File: src/rtl/mem_arbiter.sv
// mem_arbiter: arbitrates an instruction-fetch requester and an execute-unit
// data requester onto one shared memory bus. A grant latches the winner's
// command into registers that drive the bus for the whole transaction, which
// ends on mem_done or on a busy-cycle timeout (flagged with xfer_err).
//
// Build option: define MEM_ARB_RR_EN to share simultaneous requests
// round-robin; left undefined, the data requester always wins a tie.
module mem_arbiter #(
    parameter int unsigned TIMEOUT_CYCLES = 255
) (
    input  logic        clk,
    input  logic        reset_n,

    input  logic [63:0] f_address,
    input  logic [1:0]  f_datasize,
    input  logic        f_read,

    input  logic [63:0] d_address,
    input  logic [1:0]  d_datasize,
    input  logic        d_read,
    input  logic        d_write,
    input  logic [63:0] d_writedata,

    output logic        f_done,
    output logic        d_done,
    output logic        xfer_err,
    output logic [63:0] readdata,

    output logic [63:0] mem_address,
    output logic [1:0]  mem_datasize,
    output logic        mem_read,
    output logic        mem_write,
    output logic [63:0] mem_writedata,
    input  logic [63:0] mem_readdata,
    input  logic        mem_done
);

    typedef enum logic [1:0] {
        IDLE   = 2'd0,
        BUSY_F = 2'd1,
        BUSY_D = 2'd2
    } state_t;

    // Last busy-counter value before the transaction is abandoned.
    localparam logic [15:0] BUSY_LIMIT = 16'(TIMEOUT_CYCLES - 1);

    state_t      state_q;
    state_t      state_d;
    logic [15:0] busy_cnt_q;

    logic [63:0] addr_q;
    logic [1:0]  size_q;
    logic [63:0] wdata_q;
    logic        rd_q;
    logic        wr_q;

    logic f_req;
    logic d_req;
    logic grant_f;
    logic grant_d;
    logic grant;
    logic busy;
    logic timeout;
    logic finish;

    // A data request with both strobes set is a write; either strobe requests.
    assign f_req = f_read;
    assign d_req = d_read | d_write;

`ifdef MEM_ARB_RR_EN
    // 1: data requester was served last, 0: fetch was served last.
    logic last_d_q;

    // Round-robin tie-break: whoever was not served last wins a tie.
    always_comb begin
        grant_d = d_req & (~f_req | ~last_d_q);
        grant_f = f_req & ~grant_d;
    end

    // Remember who was granted so the next tie goes the other way.
    always_ff @(posedge clk or negedge reset_n) begin
        if (!reset_n) begin
            last_d_q <= 1'b0;
        end else if (grant) begin
            last_d_q <= grant_d;
        end
    end
`else
    // Fixed priority: the data requester always wins a tie.
    always_comb begin
        grant_d = d_req;
        grant_f = f_req & ~d_req;
    end
`endif

    // Grants are only taken while the bus is free.
    assign grant   = (state_q == IDLE) & (grant_f | grant_d);
    assign busy    = (state_q != IDLE);
    // mem_done outranks the timeout when both land in the same cycle.
    assign timeout = busy & ~mem_done & (busy_cnt_q == BUSY_LIMIT);
    assign finish  = busy & (mem_done | timeout);

    // State register.
    // NOTE: sequential state uses non-blocking (<=) so every register samples
    // the pre-edge values; blocking here would create order-dependent races.
    always_ff @(posedge clk or negedge reset_n) begin
        if (!reset_n) begin
            state_q <= IDLE;
        end else begin
            state_q <= state_d;
        end
    end

    // Next-state and completion outputs; done pulses are combinational so the
    // requester sees them in the same cycle mem_done arrives.
    always_comb begin
        // NOTE: every output of this block gets a default before the case,
        // so no path can leave a value unassigned and infer a latch.
        state_d  = state_q;
        f_done   = 1'b0;
        d_done   = 1'b0;
        xfer_err = 1'b0;
        case (state_q)
            IDLE: begin
                if (grant_d) begin
                    state_d = BUSY_D;
                end else if (grant_f) begin
                    state_d = BUSY_F;
                end
            end
            BUSY_F: begin
                if (finish) begin
                    f_done   = 1'b1;
                    xfer_err = timeout;
                    state_d  = IDLE;
                end
            end
            BUSY_D: begin
                if (finish) begin
                    d_done   = 1'b1;
                    xfer_err = timeout;
                    state_d  = IDLE;
                end
            end
            default: begin
                state_d = IDLE;
            end
        endcase
    end

    // Busy-cycle counter: cleared on grant, counts BUSY cycles without mem_done.
    always_ff @(posedge clk or negedge reset_n) begin
        if (!reset_n) begin
            busy_cnt_q <= '0;
        end else if (grant) begin
            busy_cnt_q <= '0;
        end else if (busy && !mem_done) begin
            busy_cnt_q <= busy_cnt_q + 16'd1;
        end
    end

    // Command capture on grant; the strobes drop when the transaction ends so
    // the bus command only exists while the arbiter is busy.
    always_ff @(posedge clk or negedge reset_n) begin
        if (!reset_n) begin
            addr_q  <= '0;
            size_q  <= '0;
            wdata_q <= '0;
            rd_q    <= 1'b0;
            wr_q    <= 1'b0;
        end else if (grant) begin
            if (grant_d) begin
                addr_q  <= d_address;
                size_q  <= d_datasize;
                wdata_q <= d_writedata;
                rd_q    <= d_read & ~d_write;
                wr_q    <= d_write;
            end else begin
                addr_q  <= f_address;
                size_q  <= f_datasize;
                wdata_q <= '0;
                rd_q    <= 1'b1;
                wr_q    <= 1'b0;
            end
        end else if (finish) begin
            rd_q <= 1'b0;
            wr_q <= 1'b0;
        end
    end

    assign mem_address   = addr_q;
    assign mem_datasize  = size_q;
    assign mem_writedata = wdata_q;
    assign mem_read      = rd_q;
    assign mem_write     = wr_q;
    assign readdata      = mem_readdata;

endmodule

File: config.mk
export PLATFORM = sky130hd
export DESIGN_NAME = mem_arbiter
export DESIGN_NICKNAME = d
export VERILOG_FILES = /design/src/rtl/mem_arbiter.sv
export SDC_FILE = /design/constraint.sdc
export NUM_CORES = 1
export LEC_CHECK = 0
export ABC_AREA = 1
export CORE_AREA = 2 2 178 180
export DETAILED_ROUTE_END_ITERATION = 16
export DIE_AREA = 0 0 180 182
export PLACE_DENSITY = 0.66
export SYNTH_ARGS = -nofsm -noshare
export SYNTH_HDL_FRONTEND = slang
export SYNTH_SLANG_ARGS = --single-unit
File: constraint.sdc
create_clock -name clk -period 2.8 [get_ports clk]
set_clock_uncertainty 0.15 [all_clocks]
set_input_delay 0.56 -clock clk [delete_from_list [all_inputs] [get_ports clk]]
set_output_delay 0.56 -clock clk [all_outputs]
set_load 0.02 [all_outputs]
==> qor.txt, run 1 <==
CP required - 2.09 ns
setup_tns - 0 ns
final instance area - 10820 um2
number of H-tree levels - 4
Fillers - 3144
Tcrit/Tclk final - 95.84%
worst-path cell chain - inv_1 > ha_1 > nor2_2 > inv_1 > nor4_2 > nand4_1 > nor2_1 > buf_2
arrival time at the worst endpoint - 1.97 ns
DRC - 0
Slew headroom - 50.80%
Critical Path Start Type - flip-flop
Worst VDD drop - 0.8089 mV
Post-synth EDFFs - 0
share of layout cells above drive strength 1 - 5.853%
GRT overflow - 0
CTS tree - done
total wire length - 20990 um
largest net degree at the start of global routing - 134
status - completed
antenna-violating nets left - 0
Syn Nets - 1006
area of the core - 30990 um2
Worst setup EP type - output port
Die Y - 182 um
clock-pin transition on the worst setup and hold timing paths - 0.07 ns
NetSw - 0.004738 W
Slew Limit Fails - 0
cell mode on critical path - inv_1
Distinct cells, synth - 23
critical path fanouts, max - 3
Vias - 6054
gr usage total - 12.49%
area of placed instances - 10230 um2
DRT iter0 DRCs - 227
type of the worst setup path - flip-flop to output port
drt wl/cell - 14.88 um
clock sink total - 150
global-route wire length before repair - 32550 um
initial antenna violation count - 0
CP max-delay cell - dfrtp_1
minimum clock period - 2.684 ns
nets - 1267
flip-flop and latch count after synthesis - 150
worst setup margin - 0.1165 ns
CTS root buf - clkbuf_16
Sw Ratio - 39.48%
P_leak - 4.531 nW
# IOs - 465
half-perimeter wire length after placement - 15070 um
Port-buffer cells - 336
clk buf depth - 2
worst-margin pin slew - 0.7380 ns
vias per cell - 4.294
Initial Util - 22.15%
Cell Area, Synth - 6864 um2
Syn. warnings - 0
Final Setup Violations - 0
# rows - 65
vias in the first global route - 5975
Mean Syn Cell Area - 9.339 um2
Area Growth Syn to Fin - 57.62%
Setup WS pre-CTS - -0.2461 ns
Async SR Flop Fraction - 100.0%
sequential fraction of the synthesis area - 54.68%
cts bufs inserted - 17
Top FF cell, synth - dfrtp_1
Final Wtd Congestion - 0.7725
Die X - 180 um
max-cap violations - 0
First-pass DRT Iterations - 4
die area - 32760 um2
Reg power frac - 30.9%
Power Internal - 0.007262 W
post-synthesis cell count - 735
Comb pwr share - 50.1%
hold crit path type - flip-flop to flip-flop
CP max stage delay - 0.38 ns
total power - 0.01200 W
Power Density - 1109 nW/um2
Diodes inserted - 0
clock share of power - 19.0%
final count of hold timing violations - 0
Clk Latency, worst-skew pair - 0.41 ns
fmax - 0.3726 GHz
## cell type report
cell class,instances,area (um2),share of cell area (%)
inverter,31,118.9,1.099
tap,402,503.0,4.649
multi-input combinational,445,2328,21.52
sequential,150,3754,34.69
clock buffer,20,456.7,4.221
timing repair buffer,351,3542,32.74
clock inverter,11,116.4,1.076
## power groups by stage
stage	registers, W	logic, W	clock network [W]
after floorplan	0.00484	0.00215	0
after global placement	0.00372	0.00603	0
after detailed placement	0.00375	0.00607	0
after CTS	0.00372	0.00609	0.00236
after global routing	0.00382	0.00644	0.00246
final	0.00371	0.00601	0.00228
## Yosys cell counts, types with 2 or more instances
master | number | area (um2)
dfrtp_1 | 150 | 3754
nor3_1 | 8 | 40.04
nor2_1 | 87 | 326.6
buf_2 | 20 | 100.1
o21ai_0 | 9 | 45.04
nand2_1 | 165 | 619.3
nand3_1 | 15 | 75.07
nor4_1 | 2 | 12.51
clkbuf_1 | 23 | 86.33
a31oi_1 | 66 | 412.9
nand4_1 | 4 | 25.02
buf_4 | 66 | 495.5
a21oi_1 | 12 | 60.06
a22o_1 | 64 | 560.5
inv_1 | 30 | 112.6
ha_1 | 5 | 62.56
nor3_2 | 3 | 30.03
## placed cells by master (no fill, tap or decap), types with 2 or more instances in the layout
cell             instances
buf_12                   6
buf_4                    9
clkinvlp_4               3
inv_6                    3
nand4_1                  4
dfrtp_1                150
buf_2                    2
nor3_2                   3
clkbuf_8                 2
a31oi_1                 66
clkdlybuf4s50_1        332
nand3_1                 15
clkbuf_16               17
nand2_1                165
a21oi_1                 12
nor2_2                   2
nor3_1                   8
clkinv_4                 3
inv_1                   29
a22o_1                  64
nor2_1                  85
o21ai_0                  9
ha_1                     5
## sequential cells by signal, indices dropped and copies added, names as in the netlist
name	flops
mem_address	64
mem_writedata	64
busy_cnt_q	16
mem_datasize	2
state_q	2
mem_read	1
mem_write	1
## worst max-delay path: cells and delay by family, from the launching register on
family / cells / cell delay, ns
and+or+nand+nor: 4 / 0.61
DFF: 1 / 0.38
buffers and inverters: 3 / 0.35
adders and majority gates: 1 / 0.24
## path summary, 6_finish.rpt
kind	end	cells after the start	start	slack [ns]
setup / recovery	xfer_err	8	state_q[0]	0.12
hold / removal	mem_writedata[39]	1	mem_writedata[39]	0.35
setup reg to reg	busy_cnt_q[12]	11	state_q[0]	0.64
hold reg to reg	mem_writedata[39]	1	mem_writedata[39]	0.35
max in group asynchronous	mem_address[62]	3	reset_n	1.29
min in group asynchronous	mem_writedata[3]	2	reset_n	0.49
## per-stage QoR
| stage | cells | util, % | hold slack (ns) |
|---|---|---|---|
| global placement | 1377 | 33.02 | 0.3320 |
| global route | 1410 | 34.92 | 0.3581 |
| finish | 1410 | 34.92 | 0.3478 |
| floorplan | 735 | - | 0.1144 |
| CTS | 1409 | 34.88 | 0.3527 |
| detailed placement | 1377 | 33.02 | 0.3314 |
## logic make-up (layout without fill, tap and decap cells)
logic type / after synthesis / count (layout) / share of synthesized area, %
AOI/OAI and AO/OA: 152 / 152 / 15.95
buffers and inverters: 140 / 413 / 11.63
adders and majority gates: 5 / 5 / 0.9114
DFF: 150 / 150 / 54.68
and+or+nand+nor: 288 / 288 / 16.82
## timing repair
| item | CTS | global route |
|---|---|---|
| resized for setup | 11 | 4 |
| pin swaps | 0 | 1 |
| setup buffers | 0 | 1 |
| hold buffers | 1 | 0 |
| endpoints found under the setup margin | 3 | 3 |
| endpoints found under the hold margin | 45 | 0 |
## per-layer routing
layer	share of wire [%]	vias up	track usage, %
met2	48	292	21.53
li1	-	2946	-
met5	0	-	0
met3	7.9	29	4.252
met4	1.8	0	4.358
met1	42	2787	14.44
(Power assumes the default switching activity.)
==> run 2: changes to the inputs <==
==> constraint.sdc (replaced) <==
create_clock -name clk -period 2.6 [get_ports clk]
set_clock_uncertainty 0.15 [all_clocks]
set_input_delay 0.52 -clock clk [delete_from_list [all_inputs] [get_ports clk]]
set_output_delay 0.52 -clock clk [all_outputs]
set_load 0.02 [all_outputs]
==> qor.txt, run 2 (same netlist as run 1, synthesis figures left out) <==
status - completed
area of placed instances - 10360 um2 (+1.2%)
R2R setup slack - 0.59 ns (-0.05 ns)
Fillers - 3108 (-1.1%)
nets - 1280 (+1.0%)
CP Capture Point - f_done
share of layout cells above drive strength 1 - 7.828% (+2.0 points)
cts bufs inserted - 17 (unchanged)
R2R cell count - 7 (-4)
area of the core - 30990 um2 (unchanged)
# IOs - 465 (unchanged)
Multi-input gate area - 2365 um2 (+1.6%)
CTS root buf - clkbuf_16
global routing's busiest layer - met2
GR Layer Usage met2 - 23.05% (+1.5 points)
Tcrit/Tclk final - 94.86%
DRC - 0 (unchanged)
Port-buffer cells - 336 (unchanged)
arrival time at the worst endpoint - 1.80 ns (-0.17 ns)
Die Y - 182 um (unchanged)
RSZ-0062 raised after global routing - yes
max-cap violations - 0 (unchanged)
commonest cells after routing, fill and taps aside - clkdlybuf4s50_1 (332), nand2_1 (163), dfrtp_1 (150), nor2_1 (83), a31oi_1 (66)
clock-pin transition on the worst setup and hold timing paths - 0.07 ns (about the same)
reg-to-reg startpoint - state_q[1]
Final Util - 35.55% (+0.63 points)
vias in the first global route - 6301 (+5.5%)
half-perimeter wire length after placement - 16000 um (+6.2%)
drt wl/cell - 15.30 um (+2.8%)
vias per cell - 4.351 (+1.3%)
Die X - 180 um (unchanged)
final instance area - 11010 um2 (+1.8%)
commonest non-fill, non-tap cell in the layout - clkdlybuf4s50_1
Worst VDD drop - 0.4133 mV (-49%)
Final Setup Violations - 0 (unchanged)
Setup WS pre-CTS - -0.3409 ns (-0.09478 ns)
initial antenna violation count - 1 (+1)
register area - 3754 um2 (unchanged)
clk buf depth - 2 (unchanged)
Power Density - 1203 nW/um2 (+8.4%)
fmax - 0.4054 GHz
largest net degree at the start of global routing - 79 (-41%)
minimum clock period - 2.466 ns
GRT overflow - 0 (unchanged)
setup_tns - 0 ns (unchanged)
# rows - 65 (unchanged)
Diodes inserted - 0 (unchanged)
clock sink total - 150 (unchanged)
worst-margin pin slew - 0.7418 ns (+0.003863 ns)
Clk Latency, worst-skew pair - 0.42 ns (about the same)
M3 GR Usage - 4.813% (+0.56 points)
type of the worst setup path - flip-flop to output port
Critical Path Start Type - flip-flop
Slew headroom - 50.54% (-0.26 points)
Worst setup EP type - output port
hold crit path type - flip-flop to flip-flop
Crit Reg-Reg Endpoint - mem_writedata[21]
Hold Slack - 0.3496 ns (+0.001810 ns)
Final Wtd Congestion - 0.7990 (+3.4%)
final count of hold timing violations - 0 (unchanged)
Slew Limit Fails - 0 (unchanged)
total wire length - 21790 um (+3.9%)
die area - 32760 um2 (unchanged)
antenna-violating nets left - 0 (unchanged)
worst setup margin - 0.1336 ns (+0.01710 ns)
CP required - 1.93 ns (-0.16 ns)
First-pass DRT Iterations - 4 (unchanged)
DRT iter0 DRCs - 251 (+11%)
Initial Util - 22.15% (unchanged)
global-route wire length before repair - 34150 um (+4.9%)
CTS tree - done
Vias - 6196 (+2.3%)
gr usage total - 13.12% (+0.63 points)
critical path fanouts, max - 3 (unchanged)
M1 GR Usage - 14.57% (+0.12 points)
CP Launch Point - state_q[1]
P_leak - 4.615 nW (+1.8%)
number of H-tree levels - 4 (unchanged)
Area Growth Syn to Fin - 60.46%
## run 2: timing repair
action,CTS,global route
gates resized for setup,15,15
buffers inserted,0,2
endpoints found under the hold margin,52,0
hold buffers,1,0
pin swaps,1,7
endpoints found under the setup margin,3,3
## run 2: how the worst min path moves through the flow
stage	from	to	slack, ns	cells past startpoint
after global placement	mem_writedata[29]	mem_writedata[29]	0.33	1
after CTS	mem_writedata[58]	mem_writedata[58]	0.36	1
after global routing	mem_writedata[47]	mem_writedata[47]	0.36	1
final	mem_writedata[44]	mem_writedata[44]	0.35	1
after detailed placement	mem_writedata[49]	mem_writedata[49]	0.33	1
after floorplan	reset_n	busy_cnt_q[0]	0.07	0
## run 2: through the flow
stage / cells / total power, W
after CTS: 1422 / 0.01339
after global routing: 1424 / 0.01406
after floorplan: 735 / 0.007524
final: 1424 / 0.01325
after global placement: 1389 / 0.01072
after detailed placement: 1389 / 0.01080
## run 2: worst max-delay path, stage by stage, from the launching register on
cell,delay [ns]
dfrtp_1,0.37
inv_2,0.06
ha_4,0.17
nor2_4,0.11
nand2_1,0.05
nor2_1,0.10
nand3_1,0.08
nand2_1,0.09
nand2_2,0.10
nor2_4,0.13
buf_6,0.12
## run 2: layout make-up
| cell class | instances | share of cell area, % |
|---|---|---|
| flip-flops and latches | 150 | 34.08 |
| repair buffers | 364 | 33.50 |
| multi-input cells | 445 | 21.47 |
| well taps | 402 | 4.567 |
| clock buffers | 17 | 3.862 |
| clock inverters | 15 | 1.443 |
| inverters | 31 | 1.079 |
## run 2: metal layers
| layer | wire length, um | share of wire [%] |
|---|---|---|
| met2 | 10780 | 49 |
| met1 | 8830 | 41 |
| met3 | 1781 | 8.2 |
| met5 | 16 | 0.073 |
| met4 | 388 | 1.8 |
## run 2: where the power goes
part / total (W) / internal [W] / switching, W
clock: 0.00249 / 0.00129 / 0.00120
combinational: 0.00676 / 0.00322 / 0.00354
sequential: 0.00400 / 0.00340 / 0.000604
